==> config.mk <==
export PLATFORM = sky130hd
export DESIGN_NAME = serial_adder_ctrl
export DESIGN_NICKNAME = d
export VERILOG_FILES = /design/src/rtl/serial_adder_pkg.sv /design/src/rtl/full_adder_cell.sv /design/src/rtl/serial_adder_ctrl.sv
export SDC_FILE = /design/constraint.sdc
export NUM_CORES = 1
export LEC_CHECK = 0
export ABC_CLOCK_PERIOD_IN_PS = 1600
export CAP_MARGIN = 20
export CORE_MARGIN = 10
export CORE_UTILIZATION = 40
export DETAILED_ROUTE_END_ITERATION = 6
export HOLD_SLACK_MARGIN = 0.03
export PLACE_DENSITY = 0.72
export SLEW_MARGIN = 20
export SYNTH_ARGS = -nofsm -noshare
export SYNTH_HDL_FRONTEND = slang
export SYNTH_SLANG_ARGS = --single-unit
==> constraint.sdc <==
create_clock -name clk -period 1.6 [get_ports clk]
set_input_delay 0.24 -clock clk [delete_from_list [all_inputs] [get_ports clk]]
set_output_delay 0.24 -clock clk [all_outputs]
set_load 0.01 [all_outputs]
==> src/rtl/serial_adder_pkg.sv <==
// Shared definitions for the bit-serial adder: FSM state encoding and default width.
package serial_adder_pkg;

  localparam int DEFAULT_WIDTH = 8;

  typedef enum logic [1:0] {
    ST_IDLE  = 2'd0,
    ST_SHIFT = 2'd1,
    ST_DONE  = 2'd2
  } state_t;

endpackage

==> src/rtl/full_adder_cell.sv <==
// One-bit combinational full adder; the only arithmetic in the serial adder.
module full_adder_cell (
  input  logic a,
  input  logic b,
  input  logic cin,
  output logic sum,
  output logic cout
);

  assign sum  = a ^ b ^ cin;
  assign cout = (a & b) | (a & cin) | (b & cin);

endmodule

==> src/rtl/serial_adder_ctrl.sv <==
// Bit-serial WIDTH-bit adder: LSB-first over WIDTH clocks with a carry flop.
// Optional macro SERIAL_ADDER_OVF_EN adds a signed-overflow output.
module serial_adder_ctrl
  import serial_adder_pkg::*;
#(
  parameter  int WIDTH = DEFAULT_WIDTH,
  localparam int CNT_W = $clog2(WIDTH + 1)
) (
  input  logic             clk,
  input  logic             rst_n,
  input  logic             start,
  input  logic [WIDTH-1:0] op_a,
  input  logic [WIDTH-1:0] op_b,
  input  logic             carry_in,
  output logic             busy,
  output logic             done,
  output logic [WIDTH-1:0] result,
  output logic             carry_out,
`ifdef SERIAL_ADDER_OVF_EN
  output logic             overflow,
`endif
  output logic [1:0]       dbg_state
);

  // Handshake: start is accepted only in IDLE or DONE; busy is high while
  // bits are being added; done pulses for one cycle when result is valid.

  localparam logic [CNT_W-1:0] LAST_CNT = CNT_W'(WIDTH - 1);

  state_t           r_state;
  state_t           w_next_state;
  logic [WIDTH-1:0] r_a_sh;
  logic [WIDTH-1:0] r_b_sh;
  logic [WIDTH-1:0] r_result;
  logic [WIDTH-1:0] w_result_next;
  logic [CNT_W-1:0] r_count;
  logic             r_c;
  logic             r_carry_out;
  logic             w_sum;
  logic             w_cout;
  logic             w_accept;
  logic             w_last;
`ifdef SERIAL_ADDER_OVF_EN
  logic             r_overflow;
`endif

  full_adder_cell u_fa (
    .a    (r_a_sh[0]),
    .b    (r_b_sh[0]),
    .cin  (r_c),
    .sum  (w_sum),
    .cout (w_cout)
  );

  assign w_accept = start && ((r_state == ST_IDLE) || (r_state == ST_DONE));
  assign w_last   = (r_count == LAST_CNT);

  // New sum bit enters at the MSB so the LSB-first stream lands in place.
  generate
    if (WIDTH == 1) begin : g_w1
      assign w_result_next = w_sum;
    end else begin : g_wn
      assign w_result_next = {w_sum, r_result[WIDTH-1:1]};
    end
  endgenerate

  always_comb begin
    w_next_state = r_state;
    case (r_state)
      ST_IDLE:  if (start) w_next_state = ST_SHIFT;
      ST_SHIFT: if (w_last) w_next_state = ST_DONE;
      ST_DONE:  w_next_state = start ? ST_SHIFT : ST_IDLE;
      default:  w_next_state = ST_IDLE;
    endcase
  end

  always_ff @(posedge clk or negedge rst_n) begin
    if (!rst_n) begin
      r_state <= ST_IDLE;
    end else begin
      r_state <= w_next_state;
    end
  end

  always_ff @(posedge clk or negedge rst_n) begin
    if (!rst_n) begin
      r_a_sh      <= '0;
      r_b_sh      <= '0;
      r_result    <= '0;
      r_count     <= '0;
      r_c         <= 1'b0;
      r_carry_out <= 1'b0;
`ifdef SERIAL_ADDER_OVF_EN
      r_overflow  <= 1'b0;
`endif
    end else if (w_accept) begin
      r_a_sh   <= op_a;
      r_b_sh   <= op_b;
      r_c      <= carry_in;
      r_count  <= '0;
      r_result <= '0;
    end else if (r_state == ST_SHIFT) begin
      r_a_sh   <= r_a_sh >> 1;
      r_b_sh   <= r_b_sh >> 1;
      r_result <= w_result_next;
      r_c      <= w_cout;
      r_count  <= r_count + CNT_W'(1);
      if (w_last) begin
        r_carry_out <= w_cout;
`ifdef SERIAL_ADDER_OVF_EN
        // r_c here is the carry into the MSB cell.
        r_overflow  <= r_c ^ w_cout;
`endif
      end
    end
  end

  assign busy      = (r_state == ST_SHIFT);
  assign done      = (r_state == ST_DONE);
  assign result    = r_result;
  assign carry_out = r_carry_out;
  assign dbg_state = r_state;
`ifdef SERIAL_ADDER_OVF_EN
  assign overflow  = r_overflow;
`endif

endmodule

==> results.cfg, run 1 <==
[finish]
area_delta_synth_final_pct = 31.1
multi_input_area_um2 = 547
nFillCells = 311
final_cell_count_no_fill = 206
final_core_util_pct = 55.3
seq_area_um2 = 801
antenna_cells = 0
drive_gt1_share_pct = 18.8
layout.nets = 181

[grt]
grt_max_degree = 33
grt_pass1_vias = 1098
grt-ovfl-total = 0
grt_pass1_wl_mm = 5.59
antenna_found_initial = 0
grt_usage_pct = 11.1

[setup_path]
cp.depth = 1
arrival_ps = 1300
r2r_cells = 5
crit_path_max_incr_delay_ps = 550
criticalPathCategory = flop to output port
regToRegStartpoint = dbg_state[0]$_DFFE_PN0P_
cp_max_fo = 4
crit_path_end_kind = output port
cp_top_family = buffers and inverters
path_cells = clkdlybuf4s50_1
reg2reg_to = r_c$_DFFE_PN0P_
critPathLaunchType = flop
cp-endpoint = dbg_state[0]
required_ps = 1360
r2r_setup_slack_ps = 160
path_buf_inv = 1
crit_start = dbg_state[0]$_DFFE_PN0P_
cp_slowest_cell = clkdlybuf4s50_1

[cts]
clockBufferDepth = 2
cts_root_buf = clkbuf_4
cts-buffers-inserted = 5
clkSinkCount = 32
clkTransAtPathRegs_ps = 110
htree_levels = 2
clock_latency_ps = 340
hold_buffers = 0
cts_tree = done

[floorplan]
die_area_um2 = 6400
die_y_um = 80
initial_core_util_pct = 42.2
dieWidth_um = 80
ios = 33
core_area_um2 = 3420
std_cell_rows = 21

[timing]
slew_headroom_pct = 69.8
fin_worst_skew_ps = 11.5
fmax_mhz = 650
slew_viol_final = 0
finalHoldViolations = 0
final.period_utilization_pct = 96.2
min_period_ps = 1540
rsz0062_at_grt = false
tightest_slew_ps = 452
setup_violations = 0
fin_hold_ws_ps = 291

[routing]
drc = 0
dr.pass1.iters = 4
post_drt_via_cell_ratio = 5.18
vias = 1067
drt-total-wl_mm = 3.21
drt-wirelength-per-cell_um = 15.6
ant_nets = 0
drtIter0Drc = 107

[power_and_ir_drop]
p_leak_nw = 0.847
total_power_mw = 3.65
power_density_nw_per_um2 = 1930
peakVddDrop_uv = 872

[placed_design]
dp_hpwl_mm = 2.30
place.gp.congestion = 0.799
io_buffer_count = 32
numPlacedInstances = 197

[logic_synthesis]
syn-cell-area_um2 = 1440
synth-seq-cells = 32
synth.avg_cell_area_um2 = 11.7
synth_cell_types = 25
yosysSeqAreaShare_pct = 55.6
syn_nets = 145
synthCells = 123
synth_warnings = 0

[outcome]
status = finished, final reports clean

[min_path]
min_path_type = input pin to asynchronous set/reset pin

[run]
drv_cap = 0
[Yosys cell counts, drive strengths merged]
cell type	number	area, um^2
inv	5	21.3
nand2	18	67.6
nand4	1	6.26
o2bb2ai	1	8.76
nand2b	2	12.5
clkbuf	1	3.75
mux2i	3	30.0
nand3	10	50.1
a22o	11	96.3
a22oi	9	103
nor2	5	21.3
buf	9	70.1
nor3	3	20.0
o21ai	2	10.0
dfrtp	32	801
fa	1	20.0
nor2b	3	18.8
a31oi	3	37.5
a221o	3	30.0
ha	1	12.5
[power breakdown]
group	switching, mW	internal (mW)
clock	0.288	0.325
sequential	0.235	1.16
combinational	0.809	0.827
[per-stage QoR]
step                      instance area, um^2  setup TNS, ps  worst slack [ps]
after detailed placement                 1800          -33.2             -25.0
final                                    1890              0              60.6
after global placement                   1800          -3.99             -3.99
after floorplan                          1440              0               305
after global routing                     1890              0              3.17
after CTS                                1890              0              6.87
[sequential cells by signal, summed over array words and instances (netlist names)]
name       count
r_a_sh         8
r_b_sh         8
result         8
r_count        4
dbg_state      2
carry_out      1
r_c            1
[final cells by class]
type                            instances  share of cell area (%)
Sequential cell                        32                    42.4
Multi-Input combinational cell         76                    29.0
Timing Repair Buffer                   39                    20.2
Tap cell                               46                    3.05
Clock inverter                          3                    2.25
Clock buffer                            5                    1.99
Inverter                                5                    1.13
[per-layer routing]
layer  vias to the layer above  GRT usage (%)  wire, um
met2                        29           15.9      1500
met4                         0           3.70        45
li1                        508              -         -
met1                       524           14.1      1430
met5                         -              0         0
met3                         6           5.52       227
[worst min-delay path by stage]
stage / end / depth (start not counted)
after floorplan: carry_out$_DFFE_PN0P_ / 0
after global placement: result[0]$_DFFE_PN0P_ / 1
after detailed placement: r_b_sh[5]$_DFFE_PN0P_ / 2
after CTS: dbg_state[0]$_DFFE_PN0P_ / 2
after global routing: r_b_sh[2]$_DFFE_PN0P_ / 2
final: r_b_sh[2]$_DFFE_PN0P_ / 2
[layout by cell type, fill, tap and decap left out, drive strengths merged, types with 5 or more instances in the layout]
cell type	synthesis	layout
a22oi	9	9
clkdlybuf4s50	0	29
inv	5	5
nand3	10	10
nand2	18	18
a22o	11	11
clkbuf	1	6
nor2	5	5
dfrtp	32	32
buf	9	7
[kinds of logic (layout without fill, tap and decap cells)]
logic type / Yosys count / in the layout / synth area share, %
flops: 32 / 32 / 55.6
compound gates: 29 / 29 / 19.8
mux: 3 / 3 / 2.09
simple gates: 42 / 42 / 13.6
buf+inv: 15 / 52 / 6.60
fa+ha+maj: 2 / 2 / 2.26
[what timing repair did]
action / in CTS / in global routing
setup buffers: 1 / 0
gates resized for setup: 2 / 4
cloned: 0 / 0
pin swaps: 0 / 0
setup endpoints to repair: 2 / 3
No activity file was read; power rests on OpenSTA's default activity.
==> run 2: changes to the inputs <==
--- a/config.mk
+++ b/config.mk
@@ -6,12 +6,11 @@
 export NUM_CORES = 1
 export LEC_CHECK = 0
 export ABC_CLOCK_PERIOD_IN_PS = 1600
-export CAP_MARGIN = 20
 export CORE_MARGIN = 10
-export CORE_UTILIZATION = 40
+export CORE_UTILIZATION = 25
 export DETAILED_ROUTE_END_ITERATION = 6
 export HOLD_SLACK_MARGIN = 0.03
-export PLACE_DENSITY = 0.72
+export PLACE_DENSITY = 0.52
 export SLEW_MARGIN = 20
 export SYNTH_ARGS = -nofsm -noshare
 export SYNTH_HDL_FRONTEND = slang
==> run 2 against run 1 <==
Design area grew 2.9%. Sequential share of layout area shrank 1.2 points. Critical path type unchanged. Via count shrank 0.37%. Register-to-register slack gained 50 ps. Critical endpoint unchanged. Highest routed layer unchanged.
==> results.cfg, run 2 (same netlist as run 1, synthesis figures left out) <==
[outcome]
status = finished, final reports clean

[placed_design]
place_area_um2 = 1830
post-place-ws_ps = -54.1
io_buffer_count = 32
dp_hpwl_mm = 2.44
place.gp.congestion = 0.758

[routing]
drt-wirelength-per-cell_um = 14.7
drtIter0Drc = 40
drc = 0
post_drt_via_cell_ratio = 4.58
drt-total-wl_mm = 3.41
ant_nets = 0
vias = 1063
dr.pass1.iters = 4

[finish]
layout_commonest_cell = dfrtp_1
layout.nets = 181
multi_input_area_um2 = 549
nFillCells = 563
drive_gt1_share_pct = 17.5
antenna_cells = 0
design_area_um2 = 1940
area_delta_synth_final_pct = 34.9
final_cell_mix = dfrtp_1 (32), clkdlybuf4s50_1 (30), nand2_1 (18), a22o_1 (11), nand3_1 (10)
seq_area_um2 = 801

[floorplan]
core_area_um2 = 5540
die_y_um = 95.9
ios = 33
die_area_um2 = 9200
initial_core_util_pct = 26.0
std_cell_rows = 27
dieWidth_um = 95.9

[power_and_ir_drop]
p_leak_nw = 0.845
peakVddDrop_uv = 674
power_density_nw_per_um2 = 1940

[grt]
antenna_found_initial = 0
grt-ovfl-total = 0
grt_usage_pct = 8.15
grt_pass1_wl_mm = 5.80
grt_max_degree = 33
grt_pass1_vias = 1171

[setup_path]
required_ps = 1360
r2r_cells = 5
cp_slowest_cell = clkdlybuf4s50_1
critPathLaunchType = flop
r2r_setup_slack_ps = 210
cp_max_fo = 5
arrival_ps = 1260
crit_path_end_kind = output port
path_cells = clkdlybuf4s50_1
crit_path_max_incr_delay_ps = 570
cp_top_family = buffers and inverters
crit_start = dbg_state[0]$_DFFE_PN0P_
regToRegStartpoint = dbg_state[1]$_DFFE_PN0P_
path_buf_inv = 1
reg2reg_to = r_c$_DFFE_PN0P_
criticalPathCategory = flop to output port

[timing]
tightest_slew_ps = 408
setup_violations = 0
slew_headroom_pct = 72.8
fin_hold_ws_ps = 351
rsz0062_at_grt = false
fmax_mhz = 668
final.period_utilization_pct = 93.6
fin_worst_skew_ps = 7.89
min_period_ps = 1500
worst_slack_ps = 103
slew_viol_final = 0
finalHoldViolations = 0

[cts]
clock_latency_ps = 290
clkSinkCount = 32
hold_buffers = 0
cts_root_buf = clkbuf_8
clockBufferDepth = 2
htree_levels = 2
clkTransAtPathRegs_ps = 70
cts_tree = done
postCtsSetupRepairBufs = 0
cts-buffers-inserted = 5

[min_path]
min_path_type = input pin to asynchronous set/reset pin

[run]
drv_cap = 0
run 2: changes by cell type in the layout (fill, tap and decap cells not counted), sizes merged:
cell	before	now
clkbuf	6	5
dlymetal6s2s	1	0
clkdlybuf4s50	29	30
dlygate4sd2	1	2
run 2: repair_timing:
action	in CTS	in global routing
endpoints found under the setup margin	2	12
cloned	0	0
gates resized for setup	2	1
run 2: metrics by stage:
step                      utilization, %  total power [mW]  cells  TNS, ps
after global placement              33.0              2.99    224    -20.5
after CTS                           35.0              3.81    232        0
after detailed placement            33.0              3.03    224     -381
after floorplan                        -              2.50    123        0
after global routing                35.1              4.07    232        0
final                               35.1              3.76    232        0
run 2: worst reg2reg max path, stage by stage, from the launching register on:
cell and delay [ps]:
dfrtp_1 380, nand2b_1 200, inv_4 90, buf_4 200, nor2_4 110, a221o_1 290
run 2: where the power goes:
part           switching (mW)  leakage (nW)  internal, mW
registers               0.246         0.404          1.16
logic                   0.793         0.387         0.793
clock network           0.307        0.0541         0.460
run 2: cell type report:
type,instances,area share [%]
Timing Repair Buffer,39,19.1
Multi-Input combinational cell,76,28.3
Sequential cell,32,41.2
Inverter,5,1.09
Clock inverter,3,2.19
Tap cell,72,4.64
Clock buffer,5,3.54
run 2: how the worst max path moves through the flow:
stage	slack, ps	cells past startpoint	end
2_1_floorplan	300	7	r_a_sh[3]$_DFFE_PN0P_
3_3_place_gp	-20	5	r_c$_DFFE_PN0P_
3_5_place_dp	-50	5	r_c$_DFFE_PN0P_
4_1_cts	60	5	r_c$_DFFE_PN0P_
5_1_grt	40	3	busy
6_report	100	1	dbg_state[0]
run 2: per-layer routing:
layer	global-route usage (%)	vias up	routed length [um]
li1	-	506	-
met4	3.32	0	45
met5	0	-	0
met3	4.51	5	210
met2	12.4	25	1620
met1	9.35	527	1530
